--- config.mk ---
export PLATFORM = sky130hd
export DESIGN_NAME = idex_pipe_reg
export DESIGN_NICKNAME = d
export VERILOG_FILES = /design/src/rtl/idex_pipe_reg.sv
export SDC_FILE = /design/constraint.sdc
export NUM_CORES = 1
export LEC_CHECK = 0
export ABC_CLOCK_PERIOD_IN_PS = 4200
export BUFFER_PORTS_ARGS = -buffer_cell sky130_fd_sc_hd__buf_2
export CAP_MARGIN = 10
export CORE_AREA = 2 2 134 136
export DETAILED_ROUTE_END_ITERATION = 12
export DIE_AREA = 0 0 136 138
export PLACE_DENSITY = 0.71
export SLEW_MARGIN = 20
export SYNTH_ARGS = -nofsm -noshare
export SYNTH_HDL_FRONTEND = slang
export SYNTH_SLANG_ARGS = --single-unit
--- constraint.sdc ---
create_clock -name clk_i -period 4.2 [get_ports clk_i]
set_input_delay 0.42 -clock clk_i [delete_from_list [all_inputs] [get_ports clk_i]]
set_output_delay 0.42 -clock clk_i [all_outputs]
set_load 0.05 [all_outputs]
--- src/rtl/idex_pipe_reg.sv ---
// ---------------------------------------------------------------------------
// idex_pipe_reg
// ID/EX pipeline register of the 5-stage core.
//
// Captures the decoded operands, register specifiers and control bits from ID
// and presents them to EX and to the forwarding unit. Edge priority is
// flush > stall > load.
//
// A writeback in the same cycle is folded into the captured or held operands.
// This keeps operands from going stale while EX is stalled.
//
// Optional feature (macro IDEX_PERF_EN): adds two 32-bit wrapping counters.
//   stall_cnt_o  : edges with stall_i=1 and flush_i=0
//   bubble_cnt_o : edges with flush_i=1
//
// Ports:
//   clk_i, rst_n_i          clock (rising edge), async active-low reset
//   stall_i, flush_i        hold / bubble insert
//   pc_i, RS_data_i,
//   RT_data_i, imm_i        ID data fields
//   RegRs_i/Rt_i/Rd_i       register specifiers
//   ctrl_i[8:0]             {RegWrite, MemToReg, MemRead, MemWrite, ALUSrc,
//                            ALUOp[1:0], RegDst, Branch}
//   WB_RegWr_i/RegRd_i/data_i  writeback port (write-through and refresh)
//   IDEX_*_o                registered copies, IDEX_valid_o=0 means bubble
// ---------------------------------------------------------------------------
module idex_pipe_reg #(
  parameter int DATA_W = 32,
  parameter int REG_W  = 5
) (
  input  logic              clk_i,
  input  logic              rst_n_i,
  input  logic              stall_i,
  input  logic              flush_i,
  input  logic [DATA_W-1:0] pc_i,
  input  logic [DATA_W-1:0] RS_data_i,
  input  logic [DATA_W-1:0] RT_data_i,
  input  logic [DATA_W-1:0] imm_i,
  input  logic [REG_W-1:0]  RegRs_i,
  input  logic [REG_W-1:0]  RegRt_i,
  input  logic [REG_W-1:0]  RegRd_i,
  input  logic [8:0]        ctrl_i,
  input  logic              WB_RegWr_i,
  input  logic [REG_W-1:0]  WB_RegRd_i,
  input  logic [DATA_W-1:0] WB_data_i,
  output logic [DATA_W-1:0] IDEX_pc_o,
  output logic [DATA_W-1:0] IDEX_RSdata_o,
  output logic [DATA_W-1:0] IDEX_RTdata_o,
  output logic [DATA_W-1:0] IDEX_imm_o,
  output logic [REG_W-1:0]  IDEX_RegRs_o,
  output logic [REG_W-1:0]  IDEX_RegRt_o,
  output logic [REG_W-1:0]  IDEX_RegRd_o,
  output logic [8:0]        IDEX_ctrl_o,
`ifdef IDEX_PERF_EN
  output logic [31:0]       stall_cnt_o,
  output logic [31:0]       bubble_cnt_o,
`endif
  output logic              IDEX_valid_o
);

  logic [DATA_W-1:0] r_pc;
  logic [DATA_W-1:0] r_rs_data;
  logic [DATA_W-1:0] r_rt_data;
  logic [DATA_W-1:0] r_imm;
  logic [REG_W-1:0]  r_rs;
  logic [REG_W-1:0]  r_rt;
  logic [REG_W-1:0]  r_rd;
  logic [8:0]        r_ctrl;
  logic              r_valid;

  // Writeback targets a real register ($0 is never written)
  logic w_wb_live;
  // Write-through on load: WB destination matches the incoming specifier
  logic w_wt_rs;
  logic w_wt_rt;
  // Refresh on stall: WB destination matches the held specifier of a real instruction
  logic w_rf_rs;
  logic w_rf_rt;

  assign w_wb_live = WB_RegWr_i && (WB_RegRd_i != '0);
  assign w_wt_rs   = w_wb_live && (WB_RegRd_i == RegRs_i);
  assign w_wt_rt   = w_wb_live && (WB_RegRd_i == RegRt_i);
  assign w_rf_rs   = r_valid && w_wb_live && (WB_RegRd_i == r_rs);
  assign w_rf_rt   = r_valid && w_wb_live && (WB_RegRd_i == r_rt);

  always_ff @(posedge clk_i or negedge rst_n_i) begin
    if (!rst_n_i) begin
      r_pc      <= '0;
      r_rs_data <= '0;
      r_rt_data <= '0;
      r_imm     <= '0;
      r_rs      <= '0;
      r_rt      <= '0;
      r_rd      <= '0;
      r_ctrl    <= '0;
      r_valid   <= 1'b0;
    end else if (flush_i) begin
      // Bubble: specifiers cleared too, so forwarding can never match it
      r_pc      <= '0;
      r_rs_data <= '0;
      r_rt_data <= '0;
      r_imm     <= '0;
      r_rs      <= '0;
      r_rt      <= '0;
      r_rd      <= '0;
      r_ctrl    <= '0;
      r_valid   <= 1'b0;
    end else if (stall_i) begin
      if (w_rf_rs) r_rs_data <= WB_data_i;
      if (w_rf_rt) r_rt_data <= WB_data_i;
    end else begin
      r_pc      <= pc_i;
      r_rs_data <= w_wt_rs ? WB_data_i : RS_data_i;
      r_rt_data <= w_wt_rt ? WB_data_i : RT_data_i;
      r_imm     <= imm_i;
      r_rs      <= RegRs_i;
      r_rt      <= RegRt_i;
      r_rd      <= RegRd_i;
      r_ctrl    <= ctrl_i;
      r_valid   <= 1'b1;
    end
  end

  assign IDEX_pc_o     = r_pc;
  assign IDEX_RSdata_o = r_rs_data;
  assign IDEX_RTdata_o = r_rt_data;
  assign IDEX_imm_o    = r_imm;
  assign IDEX_RegRs_o  = r_rs;
  assign IDEX_RegRt_o  = r_rt;
  assign IDEX_RegRd_o  = r_rd;
  assign IDEX_ctrl_o   = r_ctrl;
  assign IDEX_valid_o  = r_valid;

`ifdef IDEX_PERF_EN
  logic [31:0] r_stall_cnt;
  logic [31:0] r_bubble_cnt;

  // Both counters wrap naturally at 32 bits
  always_ff @(posedge clk_i or negedge rst_n_i) begin
    if (!rst_n_i) begin
      r_stall_cnt  <= '0;
      r_bubble_cnt <= '0;
    end else begin
      if (flush_i)      r_bubble_cnt <= r_bubble_cnt + 32'd1;
      else if (stall_i) r_stall_cnt  <= r_stall_cnt + 32'd1;
    end
  end

  assign stall_cnt_o  = r_stall_cnt;
  assign bubble_cnt_o = r_bubble_cnt;
`endif

endmodule

[After elaboration in Yosys (flattened, before gate mapping)]
Index checks and enable logic that the tools add are counted.
Cells by class
  muxes and demuxes: 22
  reductions and logical operators: 7
  eq/ne operators: 7
Operators with widths (number)
  two-way mux 32 bit: 12
  two-way mux 5 bit: 6
  == test 5 bit: 4
  two-way mux 9 bit: 2
  logical AND 1 bit: 6
  inequality test 3 x 1 -> 1 bit (second input constant): 2
  nonzero test 5 bit: 1
  two-way mux 1 bit: 2
  inequality test 2 x 1 -> 1 bit (second input constant): 1
Storage, ports and cells
  logic and storage cells: 45
  output and inout bits: 153
  input port bits: 194
  flip-flop bits (word level): 153

[Longest topological paths before layout]
Gate-level depths: netlist of run 1.
  depth after elaboration: 7
  gate-level depth with buffers: 9
  mapped depth without buffers: 5

[Worst setup path before layout of run 1]
No wires, ideal clock.
  path type: in2reg
  start point: input WB_RegRd_i[1]
  end point: register r_rt_data[19], in the netlist IDEX_RTdata_o[19]
  setup slack: 1983 ps
  stages: 8
  arrival time: 2092 ps
  buffers on the path: 3
  setup time: 126 ps
  data required time: 4074 ps
  path through: buf_2 or4_4 or2_0 buf_6 nand3_4 buf_8 a2bb2o_4 a221o_1
On the way
  longest elaborated chain between the ends: 6
  elaborated cells on any way between the ends: 11
  classes of those cells: eq/ne (3); mux (3); reduce/logical (5)
RTL lines
  start: declaration: RTL line 44  | input logic [REG_W-1:0] WB_RegRd_i,
  nonzero test 5 bit: RTL line 80  | assign w_wb_live = WB_RegWr_i && (WB_RegRd_i != '0);
  logical AND 1 bit: RTL line 80
  logical AND 1 bit: RTL line 82  | assign w_wt_rt = w_wb_live && (WB_RegRd_i == RegRt_i);
  two-way mux 32 bit: RTL line 114  | r_rt_data <= w_wt_rt ? WB_data_i : RT_data_i;
  two-way mux 32 bit: RTL line 108  | end else if (stall_i) begin
  two-way mux 32 bit: RTL line 97  | end else if (flush_i) begin
  end signal: assignment: RTL line 110  | if (w_rf_rt) r_rt_data <= WB_data_i;
  end signal: assignment: RTL line 114
  end: declaration: RTL line 63  | logic [DATA_W-1:0] r_rt_data;
Several ways; a longest one is shown, not always the timed one.
A chain may end at the register's enable or synchronous reset.

[Worst setup path after layout of run 1]
  start point: input stall_i
  end point: register r_rt_data[25], in the netlist IDEX_RTdata_o[25]
On the way
  longest elaborated chain between the ends: 2
  elaborated cells on any way between the ends: 3
  classes of those cells: eq/ne (1); mux (2)
RTL lines
  start: declaration: RTL line 33  | input logic stall_i,
  two-way mux 32 bit: RTL line 108
  two-way mux 32 bit: RTL line 97
Several ways; a longest one is shown, not always the timed one.

==> results.md, run 1 <==
* Mapped cell area at 7110 sq um
* Seq/Total Area, Yosys at 53.9%
* Final min period at 2410 ps
* Final setup TNS at 0 ps
* First-pass GRT wire length at 34100 um
* Core area at 17500 sq um
* # IOs at 347
* Crit Path Max Fanout at 37
* Hold Crit Class: input port to register
* LEAKAGE at 5.18 nW
* Hold buffer count at cts at 1
* Crit-path cells: buf_4 -> nand2b_1 -> nor2_2 -> buf_4 -> nand2_1 -> o2bb2ai_1 -> a221o_1
* H-Tree Depth at 4
* Yosys warning count at 0
* Post-synth top area cell: dfrtp_1
* CP endpoint kind: register
* Max incr delay on CP at 820 ps
* CP dominant cell by count: buf_4
* Wire length per cell at 18.5 um
* Slew headroom at 32.6%
* Clk_skew at 7.63 ps
* Max frequency at 414 MHz
* Status: complete, no violations
* Pre-CTS setup slack at 1330 ps
* Starting density of the core at 40.5%
* DP HPWL at 15900 um
* Commonest register cell after synthesis: dfrtp_1
* Pwr dens at 409 nW/um^2
* Most frequent cell after synthesis: dfrtp_1
* WHS Path Cells at 3
* Die width at 136 um
* End of the worst hold path: IDEX_RTdata_o[14]
* Multi-input logic area at 3050 sq um
* RD Place Congestion at 0.831
* DRC Markers at 0
* Net count, final at 1135
* Clock Tree Buf Depth at 2
* Syn nets at 812
* Die area at 18800 sq um
* Final setup viols at 0
* R2r setup slk at 1820 ps
* Final Max Tran Viols at 0
* Reg2reg end: IDEX_RTdata_o[14]
* Yosys reg bits at 153
* CTS Buf Count at 17
* Fill cells at 1613
* Resized cells post-CTS at 0
* Synth top area share at 53.9%
* Crit path required time at 4560 ps
* WHS at 183 ps
* Via density at 5.33
* Fraction of layout cells with a size suffix above 1 at 41.9%
* Final ANT Viol Nets at 0
* Cells after Synth at 618
* Vias in the first global route at 6362
* Worst-margin pin slew at 1010 ps
* Number of flops mapped to enable cells by yosys at 0
* Startpoint class of the critical path: input port
* Final Hold Vio Count at 0
* Pre-antenna DRT Iters at 5
* Synth top area cells: dfrtp_1 54%, mux2i_1 13%, a221o_1 6.9%
* IO Port Bufs at 346
* Clock-pin slew on the worst setup and hold paths at 70 ps
* Async SR Flop Fraction at 100%
* Min-delay src: RT_data_i[14]
* Largest net degree at the start of global routing at 92
* Util after Layout at 54.7%
* Arrival time worst endpoint at 2770 ps
* Drt initial violations at 353
* RSZ-0062 raised after global routing: no
* Total power at 3.92 mW
* Final WL at 21900 um
* GRT Total Usage at 23.1%
* RR Startpoint: IDEX_RegRt_o[3]
* Clk sinks at 153
* Final period utilization at 57.5%
* Mean Syn Cell Area at 11.5 sq um
* Slowest library cell on the worst path: nor2_2
* VDD IR-drop max at 0.264 mV
* CTS tree: done
* Vias at 6318
* MaxCap Viol Count at 0
* Seq. cell area at 3830 sq um
* Initial antenna violation count at 4
* R2R cell count at 5
* Distinct cells, synth at 39
* Clock Root Buffer: clkbuf_16
* Clk_lat worst skew at 420 ps
* Die height at 138 um
* Setup Fix Bufs, Post-CTS at 0
* Critical path type: input port to register
* Area Growth Syn to Fin at 35.0%
* Setup WS post-layout at 1790 ps
* Num rows at 49
* Most common library cells after synthesis: 153 x dfrtp_1, 92 x mux2i_1, 92 x nor2_1
* GRT overflow at 0
cells by family (layout without fill, tap and decap cells):
kind of cell              after synthesis  after routing  synth area share [%]
muxes                                  92             92                  13.0
AOI/OAI and AO/OA                     125            125                  16.8
and+or+nand+nor                       174            174                  10.2
other                                   0              3                     0
xor gates and xnor gates               20             20                  2.46
DFF                                   153            153                  53.9
buffers and inverters                  54            390                  3.71
report_power, final:
part | total, mW | switching [mW] | internal [mW]
clock network | 1.51 | 0.673 | 0.842
logic | 0.793 | 0.562 | 0.232
registers | 1.61 | 0.0536 | 1.56
total | 3.92 | 1.29 | 2.63
area by class of cell:
cell class / instances / share of cell area, %
repair buffers: 357 / 19.2
diodes: 3 / 0.0782
clock inverters: 14 / 1.56
clock buffers: 18 / 4.47
well taps: 229 / 2.99
flip-flops and latches: 153 / 39.9
multi-input cells: 411 / 31.8
inverters: 1 / 0.0391
sequential cells by signal, indices dropped and copies added, names as in the netlist:
signal / flops
IDEX_pc_o: 32
IDEX_valid_o: 1
IDEX_RSdata_o: 32
IDEX_imm_o: 32
IDEX_RegRs_o: 5
IDEX_ctrl_o: 9
IDEX_RTdata_o: 32
IDEX_RegRd_o: 5
IDEX_RegRt_o: 5
metal layers:
layer	vias to the layer above	share of wire, %	GRT usage, %
met2	306	49	38.5
met4	0	1.8	7.07
met1	3057	39	28.0
met3	30	10	8.18
met5	-	0	0
li1	2925	-	-
cells in the final DEF, fill, tap and decap left out, types with 17 or more instances in the layout:
cell type / instances
buf_2: 344
a221o_1: 49
nand2_1: 55
mux2i_1: 92
o2bb2ai_1: 36
nor2_1: 91
clkbuf_16: 17
dfrtp_1: 153
worst max-delay path by stage:
| stage | startpoint | endpoint | depth (start not counted) |
|---|---|---|---|
| floorplan | WB_RegRd_i[1] | IDEX_RTdata_o[19] | 8 |
| global placement | stall_i | IDEX_RTdata_o[30] | 7 |
| detailed placement | stall_i | IDEX_RTdata_o[25] | 7 |
| CTS | stall_i | IDEX_RTdata_o[25] | 7 |
| global route | stall_i | IDEX_RSdata_o[26] | 7 |
| finish | stall_i | IDEX_RTdata_o[25] | 7 |
through the flow:
| step | cells | area (sq um) |
|---|---|---|
| 3_3_place_gp | 1150 | 9000 |
| 6_report | 1186 | 9600 |
| 3_5_place_dp | 1150 | 9000 |
| 5_1_grt | 1185 | 9590 |
| 2_1_floorplan | 618 | 7110 |
| 4_1_cts | 1183 | 9590 |
critical path: cells and delay by family:
| kind | cells | cell delay, ps |
|---|---|---|
| AO/OA/AOI/OAI | 2 | 300 |
| buffers and inverters | 2 | 780 |
| AND/OR/NAND/NOR | 3 | 1250 |
Power figures use the tool's default switching activity.
==> run 2, diff against run 1 <==
Settings changed: ABC_CLOCK_PERIOD_IN_PS 4200 to 2500.
Clock period 4.2 ns to 2.5 ns, I/O delays scaled along.
==> run 2 against run 1 <==
Global-route usage grew 0.44 points. Clock-buffer cell count up 1. Combinational power grew 72%. Via count shrank 0.33%. Core utilization grew 0.88 points. Clock power grew 68%. Worst hold slack worse by 150 ps. Sequential share of layout area down 0.63 points. Sequential power grew 68%. Cell count up 0.93%. Critical path type unchanged. Largest power group unchanged.
==> results.md, run 2 (synthesis gave the netlist of run 1 again) <==
* Startpoint class of the critical path: input port
* Die area at 18800 sq um
* Leading cell types in the layout, fill and taps excluded: 344 x buf_2, 153 x dfrtp_1, 92 x mux2i_1
* Crit path required time at 2800 ps
* MaxCap Viol Count at 0
* Final ANT Viol Nets at 0
* Setup WS post-layout at 547 ps
* Hold Crit Class: input port to register
* Clock Tree Buf Depth at 2
* CTS Buf Count at 17
* LEAKAGE at 5.25 nW
* Clk_skew at 8.26 ps
* R2r setup slk at 560 ps
* IO Port Bufs at 346
* Final setup viols at 0
* Via density at 5.26
* RSZ-0062 raised after global routing: no
* Arrival time worst endpoint at 2260 ps
* Fraction of layout cells with a size suffix above 1 at 42.4%
* Num rows at 49
* Pre-antenna DRT Iters at 7
* Vias in the first global route at 6517
* Die height at 138 um
* Slew headroom at 36.5%
* Clock Root Buffer: clkbuf_16
* Resized cells post-CTS at 0
* Vias at 6297
* Final Hold Vio Count at 0
* Max frequency at 512 MHz
* Final period utilization at 78.1%
* DRC Markers at 0
* Largest net degree at the start of global routing at 91
* H-Tree Depth at 4
* Crit Path Max Fanout at 15
* Final setup TNS at 0 ps
* Most common cell after layout, fill and taps aside: buf_2
* Clk sinks at 153
* Clk_lat worst skew at 420 ps
* Net count, final at 1143
* Critical path type: input port to register
* Pre-CTS setup slack at 122 ps
* Fill cells at 1597
* First-pass GRT wire length at 34600 um
* Wire length per cell at 18.2 um
* # IOs at 347
* Die width at 136 um
* CP endpoint kind: register
* GRT overflow at 0
* VDD IR-drop max at 0.454 mV
* Final Max Tran Viols at 0
* Starting density of the core at 40.5%
* Final min period at 1950 ps
* Drt initial violations at 358
* DP HPWL at 15900 um
* Pwr dens at 677 nW/um^2
* RD Place Congestion at 0.851
* Initial antenna violation count at 8
* Status: complete, no violations
* GRT Total Usage at 23.5%
* Core area at 17500 sq um
* CTS tree: done
* Final WL at 21800 um
* Clock-pin slew on the worst setup and hold paths at 70 ps
* Area Growth Syn to Fin at 37.2%
* Worst-margin pin slew at 952 ps
run 2: cell count changes in the layout (fill, tap and decap cells not counted):
cell,change
inv_6,-3
diode_2,+3
inv_8,-1
buf_12,+7
clkinv_2,+1
buf_4,+1
clkinv_4,+2
clkbuf_8,+1
run 2: critical path, stage by stage:
cell,delay (ps)
buf_2,140
or4_4,550
or2_0,430
nand3_4,290
buf_4,230
o2bb2ai_1,80
a221o_1,270
run 2: what timing repair did:
action,in CTS,in global routing
hold endpoints to repair,59,0
setup endpoints to repair,0,0
setup buffers,0,0
hold buffers,1,0
run 2: worst paths after layout:
kind	cells after the start	start	end
min in group asynchronous	2	rst_n_i	IDEX_ctrl_o[3]
setup / recovery	7	WB_RegRd_i[0]	IDEX_RTdata_o[29]
max in group asynchronous	3	rst_n_i	IDEX_RTdata_o[26]
setup reg to reg	6	IDEX_RegRt_o[3]	IDEX_RTdata_o[29]
hold reg to reg	2	IDEX_RTdata_o[9]	IDEX_RTdata_o[9]
hold / removal	3	RT_data_i[14]	IDEX_RTdata_o[14]
run 2: layout make-up:
| type | count | area (sq um) | share of cell area (%) |
|---|---|---|---|
| sequential | 153 | 3830 | 39.3 |
| multi-input combinational | 411 | 3050 | 31.3 |
| timing repair buffer | 365 | 1990 | 20.4 |
| clock buffer | 19 | 443 | 4.54 |
| tap | 229 | 287 | 2.94 |
| clock inverter | 13 | 135 | 1.39 |
| antenna | 6 | 15.0 | 0.154 |
| inverter | 1 | 3.75 | 0.0385 |
run 2: routing by layer:
layer  up-vias  track usage [%]  share of wire (%)
met3        44             7.70                9.6
met5         -                0              0.050
met4         2             10.7                3.0
li1       2945                -                  -
met1      3001             28.3                 39
met2       305             38.3                 48
run 2: through the flow:
step           area (sq um)  hold slack (ps)  utilization, %  std cells  power (mW)
6_report               9750             31.5            55.6       1197        6.60
3_5_place_dp           9150              284            52.2       1158        4.12
4_1_cts                9730             16.7            55.5       1191        6.66
3_3_place_gp           9150              284            52.2       1158        4.10
5_1_grt                9740             24.4            55.6       1195        6.86
2_1_floorplan          7110            -45.6               -        618        3.61
run 2: power by group:
group | leakage, nW | total (mW) | internal [mW] | switching, mW
registers | 2.03 | 2.71 | 2.62 | 0.0886
clock network | 0.282 | 2.54 | 1.43 | 1.11
logic | 2.93 | 1.36 | 0.408 | 0.948
total | 5.25 | 6.60 | 4.45 | 2.15
